### src/rtl/sample_counter_multi.sv
// sample_counter_multi: a bank of independent sample-address counters.
// Each channel plays through 0..len-1, advancing on the shared en tick.
// It either stops at the end (one-shot) or wraps back to 0 (loop), and
// pulses done for one clock at every end-of-sample.
module sample_counter_multi #(
    parameter int unsigned CHANNELS = 4,
    parameter int unsigned AW       = 18
) (
    input  logic                   clk,
    input  logic                   resetn,
    input  logic                   en,
    input  logic [CHANNELS-1:0]    go,
    input  logic [CHANNELS-1:0]    stop,
    input  logic [CHANNELS-1:0]    loop,
    input  logic [CHANNELS*AW-1:0] len,
    output logic [CHANNELS*AW-1:0] count,
    output logic [CHANNELS-1:0]    busy,
    output logic [CHANNELS-1:0]    done
);

    typedef enum logic {StIdle, StPlay} state_e;

    localparam logic [AW-1:0] One = AW'(1);

    for (genvar i = 0; i < CHANNELS; i++) begin : g_ch
        state_e        state_q, state_d;
        logic [AW-1:0] count_q, count_d;
        logic [AW-1:0] len_q, len_d;
        logic          done_q, done_d;
        logic [AW-1:0] len_in;
        logic          at_end;

        assign len_in = len[i*AW +: AW];
        // Latched length is never 0 while playing, so len_q - 1 cannot underflow there.
        assign at_end = (count_q == len_q - One);

        // Next-state: stop beats go, go beats the en-driven advance.
        always_comb begin
            state_d = state_q;
            count_d = count_q;
            len_d   = len_q;
            done_d  = 1'b0;
            if (stop[i]) begin
                state_d = StIdle;
                count_d = '0;
            end else if (go[i] && (len_in != '0)) begin
                state_d = StPlay;
                count_d = '0;
                len_d   = len_in;
            end else if ((state_q == StPlay) && en) begin
                if (at_end) begin
                    count_d = '0;
                    done_d  = 1'b1;
                    if (!loop[i]) begin
                        state_d = StIdle;
                    end
                end else begin
                    count_d = count_q + One;
                end
            end
        end

        // Channel state register; reset drops everything without a done pulse.
        always_ff @(posedge clk or negedge resetn) begin
            if (!resetn) begin
                state_q <= StIdle;
                count_q <= '0;
                len_q   <= '0;
                done_q  <= 1'b0;
            end else begin
                state_q <= state_d;
                count_q <= count_d;
                len_q   <= len_d;
                done_q  <= done_d;
            end
        end

        assign count[i*AW +: AW] = count_q;
        assign busy[i]           = (state_q == StPlay);
        assign done[i]           = done_q;
    end

endmodule
### config.mk
export PLATFORM = sky130hd
export DESIGN_NAME = sample_counter_multi
export DESIGN_NICKNAME = d
export VERILOG_FILES = /design/src/rtl/sample_counter_multi.sv
export SDC_FILE = /design/constraint.sdc
export NUM_CORES = 1
export LEC_CHECK = 0
export CAP_MARGIN = 20
export CORE_ASPECT_RATIO = 1.1
export CORE_UTILIZATION = 55
export CTS_CLUSTER_SIZE = 25
export DETAILED_ROUTE_END_ITERATION = 12
export GPL_TIMING_DRIVEN = 0
export PLACE_DENSITY = 0.87
export SYNTH_ARGS = -nofsm -noshare
export SYNTH_HDL_FRONTEND = slang
export SYNTH_SLANG_ARGS = --single-unit
### constraint.sdc
create_clock -name clk -period 7.5 [get_ports clk]
set_clock_uncertainty 0.2 [all_clocks]
set_input_delay 1.5 -clock clk [delete_from_list [all_inputs] [get_ports clk]]
set_output_delay 1.5 -clock clk [all_outputs]
set_load 0.05 [all_outputs]
==> results of run 1 <==
==> Yosys cell counts (all sizes together), types with 10 or more instances <==
cell type,count
dfrtp,152
nand3,61
o31ai,10
xor2,69
inv,19
clkbuf,35
nand2,69
buf,18
a221o,12
nor3,50
or4,23
or3,15
nand2b,14
nor4,31
o21ai,31
mux2,74
a21oi,15
or2,10
nor2,90
and3,21
nor2b,12
nand4,25
xnor2,59
==> layout by cell type (no fill, tap or decap), types with 7 or more instances in the layout <==
cell                              instances
sky130_fd_sc_hd__clkdlybuf4s50_1        165
sky130_fd_sc_hd__dfrtp_1                152
sky130_fd_sc_hd__nor2_1                  89
sky130_fd_sc_hd__mux2_2                  74
sky130_fd_sc_hd__xor2_1                  69
sky130_fd_sc_hd__nand2_1                 69
sky130_fd_sc_hd__nand3_1                 61
sky130_fd_sc_hd__xnor2_1                 59
sky130_fd_sc_hd__nor3_1                  50
sky130_fd_sc_hd__clkbuf_1                35
sky130_fd_sc_hd__nor4_1                  30
sky130_fd_sc_hd__o21ai_0                 29
sky130_fd_sc_hd__nand4_1                 25
sky130_fd_sc_hd__or4_1                   22
sky130_fd_sc_hd__and3_1                  21
sky130_fd_sc_hd__inv_1                   19
sky130_fd_sc_hd__clkbuf_16               17
sky130_fd_sc_hd__a21oi_1                 15
sky130_fd_sc_hd__nand2b_1                14
sky130_fd_sc_hd__or3_1                   14
sky130_fd_sc_hd__nor2b_1                 12
sky130_fd_sc_hd__a221o_1                 12
sky130_fd_sc_hd__o31ai_1                 10
sky130_fd_sc_hd__nor3b_1                  9
sky130_fd_sc_hd__nand3b_1                 9
sky130_fd_sc_hd__or2_2                    9
sky130_fd_sc_hd__buf_4                    9
sky130_fd_sc_hd__mux2i_1                  8
sky130_fd_sc_hd__ha_1                     8
sky130_fd_sc_hd__o211ai_1                 7
==> worst max-delay path by stage <==
stage,to
after global routing,g_ch[3].len_q[8]
after detailed placement,g_ch[3].len_q[11]
final,g_ch[3].len_q[11]
after global placement,g_ch[2].count_q[13]
after CTS,g_ch[3].len_q[11]
after floorplan,g_ch[3].len_q[10]
==> through the flow <==
stage          setup TNS (ns)  hold WS [ns]  cell area (um^2)  cells
5_1_grt                     0        0.3536             12240   1468
2_1_floorplan               0        0.2995              9682   1033
4_1_cts                     0        0.3399             12240   1467
3_5_place_dp                0        0.3187             11670   1435
6_report                    0        0.3316             12240   1468
3_3_place_gp          -202.86        0.3113             11640   1433
==> per-layer routing <==
| metal | track usage, % | vias to the layer above | share of wire, % |
|---|---|---|---|
| met2 | 48.82 | 277 | 52 |
| met4 | 9.412 | 0 | 2.0 |
| met5 | 0 | - | 0 |
| li1 | - | 4160 | - |
| met3 | 4.061 | 50 | 4.5 |
| met1 | 34.91 | 4282 | 42 |
==> kinds of logic after synthesis <==
kind of cell	count (synthesis)	synth area share [%]
simple gates	464	25.85
mux	82	9.434
fa+ha+maj	9	1.137
compound gates	126	9.370
xor+xnor	128	11.58
flops	152	39.29
buf+inv	72	3.347
==> area by class of cell <==
type,instances,area [um^2],share of cell area [%]
buffer,53,252.7,2.064
clock buffer,17,425.4,3.474
sequential,152,3804,31.06
inverter,19,71.32,0.5825
multi-input combinational,809,5554,45.36
timing repair buffer,169,1700,13.89
clock inverter,15,143.9,1.175
tap,234,292.8,2.391
==> sequential cells by signal (all words and copies together) (netlist names) <==
| register | flops |
|---|---|
| g_ch.count_q | 72 |
| g_ch.done_q | 4 |
| g_ch.len_q | 72 |
| g_ch.state_q | 4 |
==> power by group <==
group	switching, mW	internal, mW	total, mW
Clock	0.370	0.463	0.833
Sequential	0.0766	0.879	0.956
Combinational	0.210	0.203	0.413
==> flow_summary.json, run 1 <==
{
  "reg2reg_depth": 9,
  "finalSetupViolations": 0,
  "result_of_the_run": "complete, no violations",
  "chipWidth_um": 128.5,
  "ys_ff_latch": 152,
  "hold_viol_final": 0,
  "ios": 167,
  "setup.worst_path.class": "input port to flop",
  "ys_async_sr_fraction_pct": 100.0,
  "max-cap-violations": 0,
  "p_leak_nw": 4.788,
  "post-synth-top-area-fraction_pct": 39.29,
  "drc": 0,
  "synth_warnings": 0,
  "grt_start_max_net_pins": 79,
  "totalPowerFinal_mw": 2.201,
  "rsz0062_at_grt": "false",
  "postRouteWirelength_um": 24440,
  "die_height_um": 141.2,
  "floorplan.rows": 50,
  "synthesis.area_um2": 9682,
  "clk_transition_reported_paths_ns": 0.07,
  "grt_util_all_layers_pct": 27.86,
  "worstSetupStartpointType": "input port",
  "hold_path.startpoint": "g_ch[2].len_q[17]",
  "cp-startpoint": "len[55]",
  "finish.net_count": 1316,
  "n_antenna_cell": 0,
  "critical_path.reg2reg.startpoint": "g_ch[1].len_q[2]",
  "syn-num-nets": 1128,
  "antenna_left": 0,
  "synth_top_cell_by_area": "sky130_fd_sc_hd__dfrtp_1",
  "final.period_utilization_pct": 62.66,
  "overflow": 0,
  "ctsLongestPathBuffers": 2,
  "finalWorstPathRequiredPeriod_ns": 4.700,
  "cp_max_fo": 10,
  "reg2reg_setup_slack_ns": 3.23,
  "worstHoldPathType": "flop to flop",
  "cp_data_required_time_ns": 7.61,
  "arrival_ns": 4.81,
  "final_max_slew_viol_count": 0,
  "ys_flop_type": "sky130_fd_sc_hd__dfrtp_1",
  "globalplace.congestion": 0.8911,
  "critPathCaptureType": "flop",
  "critical-path-top-delay-family": "buffers and inverters",
  "terminating_pin_of_the_worst_hold_path": "g_ch[2].len_q[17]",
  "postCtsSetupRepairBufs": 0,
  "post_cts_resized": 0,
  "grt_antenna_before_repair": 0,
  "clock_latency_ns": 0.43,
  "area.growth.synth_to_final_pct": 26.47,
  "initial_core_util_pct": 56.48,
  "grt_pass1_vias": 8237,
  "timing.critical_path.slowest_cell_delay_ns": 0.80,
  "cts_hold_buffers": 0,
  "worst_r2r_endpoint": "g_ch[1].count_q[15]",
  "worst_slew_margin_rel_pct": 27.38,
  "syn-mean-instance-area_um2": 9.372,
  "routed_wire_length_per_instance_um": 16.65,
  "detail_route.iter0.violations": 577,
  "tritoncts_clock_tree": "done",
  "design.core.area_um2": 17140,
  "grt_pass1_wl_um": 40410,
  "preCtsSetupSlack_ns": 2.366,
  "drive_above_1_share_pct": 11.51,
  "cts_htree_levels": 4,
  "synth_enable_flop_cells": 0,
  "routed_via_density": 5.973,
  "achievable-frequency_mhz": 212.8,
  "power.ir.vdd_worst_mv": 0.1552,
  "clk_root_buffer_cell": "sky130_fd_sc_hd__clkbuf_16",
  "synth_top_cells_by_area": "sky130_fd_sc_hd__dfrtp_1 (39%), sky130_fd_sc_hd__mux2_2 (8.6%), sky130_fd_sc_hd__xor2_1 (6.2%)",
  "finish.utilization_pct": 71.43,
  "cts.sink_count": 152,
  "synthesis.instances": 1033,
  "dp_hpwl_um": 18180,
  "port-buffer-count": 166,
  "drtPass1Iterations": 5,
  "cp_slowest_cell": "sky130_fd_sc_hd__o41ai_1",
  "ys_seq_area_share_pct": 39.29,
  "route.vias.total": 8769,
  "worst-slew-pin-transition_ns": 1.087,
  "fin_worst_setup_slack_ns": 2.800,
  "filler_cell_count": 1295,
  "power.density_nw_per_um2": 179.8,
  "number_of_logic_stages_on_the_critical_path_including_buffering": 7,
  "numCtsBuffers": 17,
  "yosys.cell_types.count": 74,
  "hold_depth": 1,
  "cp.buffers_inverters": 3,
  "crit_path_cell_trace": "clkdlybuf4s50_1 -> or4_1 -> o41ai_1 -> or2_2 -> clkbuf_1 -> buf_1 -> mux2_2",
  "dieArea_um2": 18140
}
No activity file was read; power rests on OpenSTA's default activity.
==> inputs of run 2 (changes only) <==
Settings changed: CORE_UTILIZATION 55 to 54, PLACE_DENSITY 0.87 to 0.85.
Clock period 7.5 ns to 4.8 ns, I/O delays scaled along.
==> run 2 against run 1 <==
Via count is 0.24% lower. Final cell count is essentially flat. Clock power rose by 57%. Cell area is essentially flat. Worst hold slack got worse by 0.0018 ns. Critical path depth is 5 higher. Global-route usage shrank 0.66 points. Critical endpoint is now g_ch[3].count_q[9]. Largest cell class unchanged.
==> flow_summary.json, run 2 (same netlist as run 1, synthesis figures left out) <==
{
  "result_of_the_run": "complete, no violations",
  "floorplan.rows": 50,
  "p_sw_mw": 0.9789,
  "design.core.area_um2": 17270,
  "grt_pass1_vias": 8024,
  "cp_data_required_time_ns": 4.88,
  "worst_slew_margin_rel_pct": 32.13,
  "area.growth.synth_to_final_pct": 26.48,
  "clk_transition_reported_paths_ns": 0.06,
  "timing.critical_path.slowest_cell_delay_ns": 0.74,
  "clk_root_buffer_cell": "sky130_fd_sc_hd__clkbuf_16",
  "rsz0062_at_grt": "false",
  "globalplace.congestion": 0.8707,
  "drc": 0,
  "fin_hold_ws_ns": 0.3298,
  "worstHoldPathType": "flop to flop",
  "post_cts_resized": 0,
  "routed_wire_length_per_instance_um": 16.72,
  "p_leak_nw": 4.803,
  "dieArea_um2": 18470,
  "grt_util_all_layers_pct": 27.20,
  "die_height_um": 142.4,
  "detail_route.iter0.violations": 569,
  "setup.worst_path.class": "flop to flop",
  "n_antenna_cell": 0,
  "tritoncts_clock_tree": "done",
  "cts.sink_count": 152,
  "cts_hold_buffers": 0,
  "most_common_library_cell_in_the_layout_ignoring_fill_and_taps": "sky130_fd_sc_hd__clkdlybuf4s50_1",
  "worstSetupStartpointType": "flop",
  "chipWidth_um": 129.7,
  "totalPowerFinal_mw": 3.446,
  "critPathCaptureType": "flop",
  "cp_slowest_cell": "sky130_fd_sc_hd__o41ai_1",
  "most-common-layout-cells": "sky130_fd_sc_hd__clkdlybuf4s50_1 (165), sky130_fd_sc_hd__dfrtp_1 (152), sky130_fd_sc_hd__nor2_1 (89)",
  "drtPass1Iterations": 5,
  "dp_hpwl_um": 18360,
  "postCtsSetupRepairBufs": 0,
  "max-cap-violations": 0,
  "power_switching_share_pct": 28.41,
  "cts_htree_levels": 4,
  "cp.buffers_inverters": 3,
  "cp_max_fo": 10,
  "critical-path-top-delay-family": "compound AO/OA/AOI/OAI gates",
  "arrival_ns": 4.39,
  "crit_path_cell_trace": "inv_1 -> ha_1 -> clkbuf_1 -> nor3b_1 -> nand4_1 -> a211o_1 -> a32oi_1 -> nand2_1 -> o41ai_1 -> or2_0 -> clkbuf_1 -> o311ai_0",
  "power.sequential.fraction_pct": 43.4,
  "grt_antenna_before_repair": 0,
  "final.period_utilization_pct": 89.78,
  "p_clk_share_pct": 37.9,
  "initial_core_util_pct": 56.07,
  "ctsLongestPathBuffers": 2,
  "clock_latency_ns": 0.42,
  "achievable-frequency_mhz": 232.0,
  "power.internal_mw": 2.467,
  "routed_via_density": 5.963,
  "overflow": 0,
  "share_comb_of_total_power_pct": 18.7,
  "postRouteWirelength_um": 24530,
  "grt_pass1_wl_um": 39700,
  "finalSetupViolations": 0,
  "finalWorstPathRequiredPeriod_ns": 4.309,
  "power.ir.vdd_worst_mv": 0.2520,
  "final_max_slew_viol_count": 0,
  "antenna_left": 0,
  "finish.net_count": 1316,
  "largest_registers": "g_ch.count_q: 72 flops, g_ch.len_q: 72 flops",
  "worst-slew-pin-transition_ns": 1.009,
  "ios": 167,
  "numCtsBuffers": 17,
  "grt_start_max_net_pins": 85,
  "hold_viol_final": 0,
  "route.vias.total": 8748,
  "finish.utilization_pct": 70.92,
  "power.density_nw_per_um2": 281.4,
  "worst_path_most_repeated_cell": "sky130_fd_sc_hd__clkbuf_1",
  "reg2reg_setup_slack_ns": 0.49,
  "drive_above_1_share_pct": 11.35,
  "port-buffer-count": 166
}
-- run 2: final timing paths --
check	depth (start not counted)	endpoint	from
worst min-delay path	1	g_ch[1].len_q[17]	g_ch[1].len_q[17]
worst max-delay path	12	g_ch[3].count_q[9]	g_ch[3].len_q[0]
worst max register to register	12	g_ch[3].count_q[9]	g_ch[3].len_q[0]
min in group asynchronous	1	g_ch[0].len_q[17]	resetn
max in group asynchronous	2	g_ch[1].count_q[10]	resetn
worst min register to register	1	g_ch[1].len_q[17]	g_ch[1].len_q[17]
-- run 2: area by class of cell --
type	count	area (um^2)
plain buffers	53	252.7
clock buffers	19	442.9
clock inverters	12	127.6
fillers	1323	5021
inverters	19	71.32
multi-input cells	809	5554
flip-flops and latches	152	3804
well taps	234	292.8
repair buffers	169	1700
-- run 2: routing by layer --
layer  wire, um  share of wire (%)  GRT usage, %
met1      10440                 43         34.76
met2      12390                 51         46.41
met3       1249                5.1         4.398
met4        455                1.9         9.425
met5          0                  0             0
-- run 2: per-stage QoR --
| stage | area (um^2) | setup TNS (ns) | cells | setup slack, ns |
|---|---|---|---|---|
| finish | 12250 | 0 | 1467 | 0.4906 |
| global route | 12250 | 0 | 1467 | 0.1727 |
| CTS | 12240 | 0 | 1465 | 0.5890 |
| detailed placement | 11660 | 0 | 1434 | 0.2746 |
| global placement | 11640 | -532.45 | 1433 | -3.522 |
| floorplan | 9682 | 0 | 1033 | 1.314 |
-- run 2: power by group through the flow --
| stage | sequential, mW | clock, mW | combinational [mW] |
|---|---|---|---|
| after floorplan | 1.48 | 0 | 0.432 |
| after global placement | 1.51 | 0 | 0.610 |
| after detailed placement | 1.51 | 0 | 0.635 |
| after CTS | 1.49 | 1.33 | 0.643 |
| after global routing | 1.51 | 1.38 | 0.708 |
| final | 1.49 | 1.31 | 0.645 |
==> inputs of run 3 (changes only) <==
Settings changed: CORE_UTILIZATION 54 to 55, GPL_TIMING_DRIVEN 0 to default, PLACE_DENSITY 0.85 to 0.87.
Clock period 4.8 ns to 5.3 ns, I/O delays scaled along.
==> run 3 against run 2 <==
Sequential share of layout area is 0.35 points higher. Sequential power shrank 7%. Via count decreased by 0.83%. Critical path type unchanged. Highest routed layer unchanged.
==> flow_summary.json, run 3 (same netlist as run 1, synthesis figures left out) <==
{
  "most-common-layout-cells": "sky130_fd_sc_hd__clkdlybuf4s50_1 (165), sky130_fd_sc_hd__dfrtp_1 (152), sky130_fd_sc_hd__nor2_1 (89)",
  "most_common_library_cell_in_the_layout_ignoring_fill_and_taps": "sky130_fd_sc_hd__clkdlybuf4s50_1",
  "finalWorstPathRequiredPeriod_ns": 4.121,
  "dieArea_um2": 18140,
  "design.core.area_um2": 17140,
  "p_sw_mw": 0.9058,
  "globalplace.congestion": 0.9179,
  "drive_above_1_share_pct": 11.36,
  "detailed_place.area_um2": 11460,
  "overflow": 0,
  "critPathCaptureType": "flop",
  "filler_cell_count": 1331,
  "die_height_um": 141.2,
  "power.internal_mw": 2.339,
  "area.growth.synth_to_final_pct": 25.07,
  "clk_root_buffer_cell": "sky130_fd_sc_hd__clkbuf_16",
  "clk_transition_reported_paths_ns": 0.07,
  "cts_hold_buffers": 0,
  "power.density_nw_per_um2": 268.0,
  "cp_data_required_time_ns": 5.39,
  "achievable-frequency_mhz": 242.7,
  "port-buffer-count": 166,
  "tritoncts_clock_tree": "done",
  "power.ir.vdd_worst_mv": 0.2255,
  "largest_registers": "g_ch.count_q: 72 flops, g_ch.len_q: 72 flops",
  "ctsLongestPathBuffers": 2,
  "grt_antenna_before_repair": 0,
  "worst-slew-pin-transition_ns": 1.021,
  "drtPass1Iterations": 5,
  "cp_slowest_cell": "sky130_fd_sc_hd__nor3b_1",
  "chipWidth_um": 128.5,
  "worstHoldPathType": "flop to flop",
  "route.vias.total": 8675,
  "power.sequential.fraction_pct": 42.5,
  "routed_wire_length_per_instance_um": 17.53,
  "numCtsBuffers": 17,
  "share_comb_of_total_power_pct": 16.8,
  "final_area_um2": 12110,
  "postRouteWirelength_um": 24930,
  "p_leak_nw": 4.730,
  "n_antenna_cell": 0,
  "drc": 0,
  "dp_hpwl_um": 18430,
  "grt_pass1_vias": 8420,
  "worst_slew_margin_rel_pct": 31.80,
  "worstSetupStartpointType": "flop",
  "crit_path_cell_trace": "inv_1 -> ha_1 -> nor3b_1 -> nand4_1 -> a211o_1 -> a32oi_1 -> nand2b_1 -> or4_1 -> o21ai_1 -> nor2_1",
  "final.period_utilization_pct": 77.76,
  "cts.sink_count": 152,
  "post_cts_resized": 0,
  "fin_hold_ws_ns": 0.3393,
  "detail_route.iter0.violations": 551,
  "grt_start_max_net_pins": 102,
  "arrival_ns": 4.21,
  "power_switching_share_pct": 27.92,
  "finish.net_count": 1270,
  "final_max_slew_viol_count": 0,
  "routed_via_density": 6.101,
  "setup.worst_path.class": "flop to flop",
  "grt_util_all_layers_pct": 28.47,
  "placed_cells_incl_taps": 1389,
  "tns_ns": 0,
  "result_of_the_run": "complete, no violations",
  "p_clk_share_pct": 40.7,
  "ios": 167,
  "clock_latency_ns": 0.42,
  "antenna_left": 0,
  "hold_viol_final": 0,
  "cp_max_fo": 10,
  "rsz0062_at_grt": "false",
  "cts_htree_levels": 4,
  "initial_core_util_pct": 56.48,
  "timing.critical_path.slowest_cell_delay_ns": 0.74,
  "max-cap-violations": 0,
  "grt_pass1_wl_um": 41120,
  "finalSetupViolations": 0,
  "postCtsSetupRepairBufs": 0,
  "instances_no_fill": 1422,
  "floorplan.rows": 50
}
-- run 3: metal layers --
layer / vias to the layer above / track usage [%] / wire length, um
met4: 0 / 12.51 / 599
met5: - / 0 / 0
met2: 323 / 48.99 / 12770
met3: 46 / 4.137 / 1209
li1: 4068 / - / -
met1: 4238 / 35.33 / 10350
-- run 3: layout make-up --
type | count | area [um^2] | share of cell area [%]
clock buffer | 19 | 452.9 | 3.740
tap | 234 | 292.8 | 2.418
multi-input combinational | 809 | 5559 | 45.91
inverter | 19 | 71.32 | 0.5890
timing repair buffer | 176 | 1735 | 14.33
clock inverter | 13 | 193.9 | 1.602
sequential | 152 | 3804 | 31.41
-- run 3: worst paths after layout --
kind	from	to	slack [ns]	depth (start not counted)
worst max register to register	g_ch[3].len_q[0]	g_ch[3].count_q[2]	1.18	10
worst min register to register	g_ch[0].len_q[17]	g_ch[0].len_q[17]	0.34	1
worst min-delay path	g_ch[0].len_q[17]	g_ch[0].len_q[17]	0.34	1
max in group asynchronous	resetn	g_ch[3].count_q[15]	3.39	2
worst max-delay path	g_ch[3].len_q[0]	g_ch[3].count_q[2]	1.18	10
min in group asynchronous	resetn	g_ch[0].len_q[17]	0.50	1
-- run 3: critical path: cells and delay by family (launching register included) --
kind	cells	cell delay, ns
DFF	1	0.46
AOI/OAI and AO/OA	3	1.06
buffers and inverters	1	0.09
and+or+nand+nor	5	1.78
adders and majority gates	1	0.39
-- run 3: power by group through the flow --
stage          logic, mW  registers (mW)  clock network (mW)
2_1_floorplan      0.391            1.34                   0
3_3_place_gp       0.516            1.39                   0
3_5_place_dp       0.538            1.39                   0
4_1_cts            0.544            1.37                1.34
5_1_grt            0.599            1.39                1.39
6_report           0.546            1.38                1.32
-- run 3: per-stage QoR --
stage	power (mW)	setup WS (ns)	util, %
final	3.245	1.179	70.64
after global routing	3.377	0.9507	70.64
after CTS	3.253	1.295	70.61
after detailed placement	1.933	1.224	66.84
after global placement	1.902	1.306	66.84
after floorplan	1.733	1.714	-
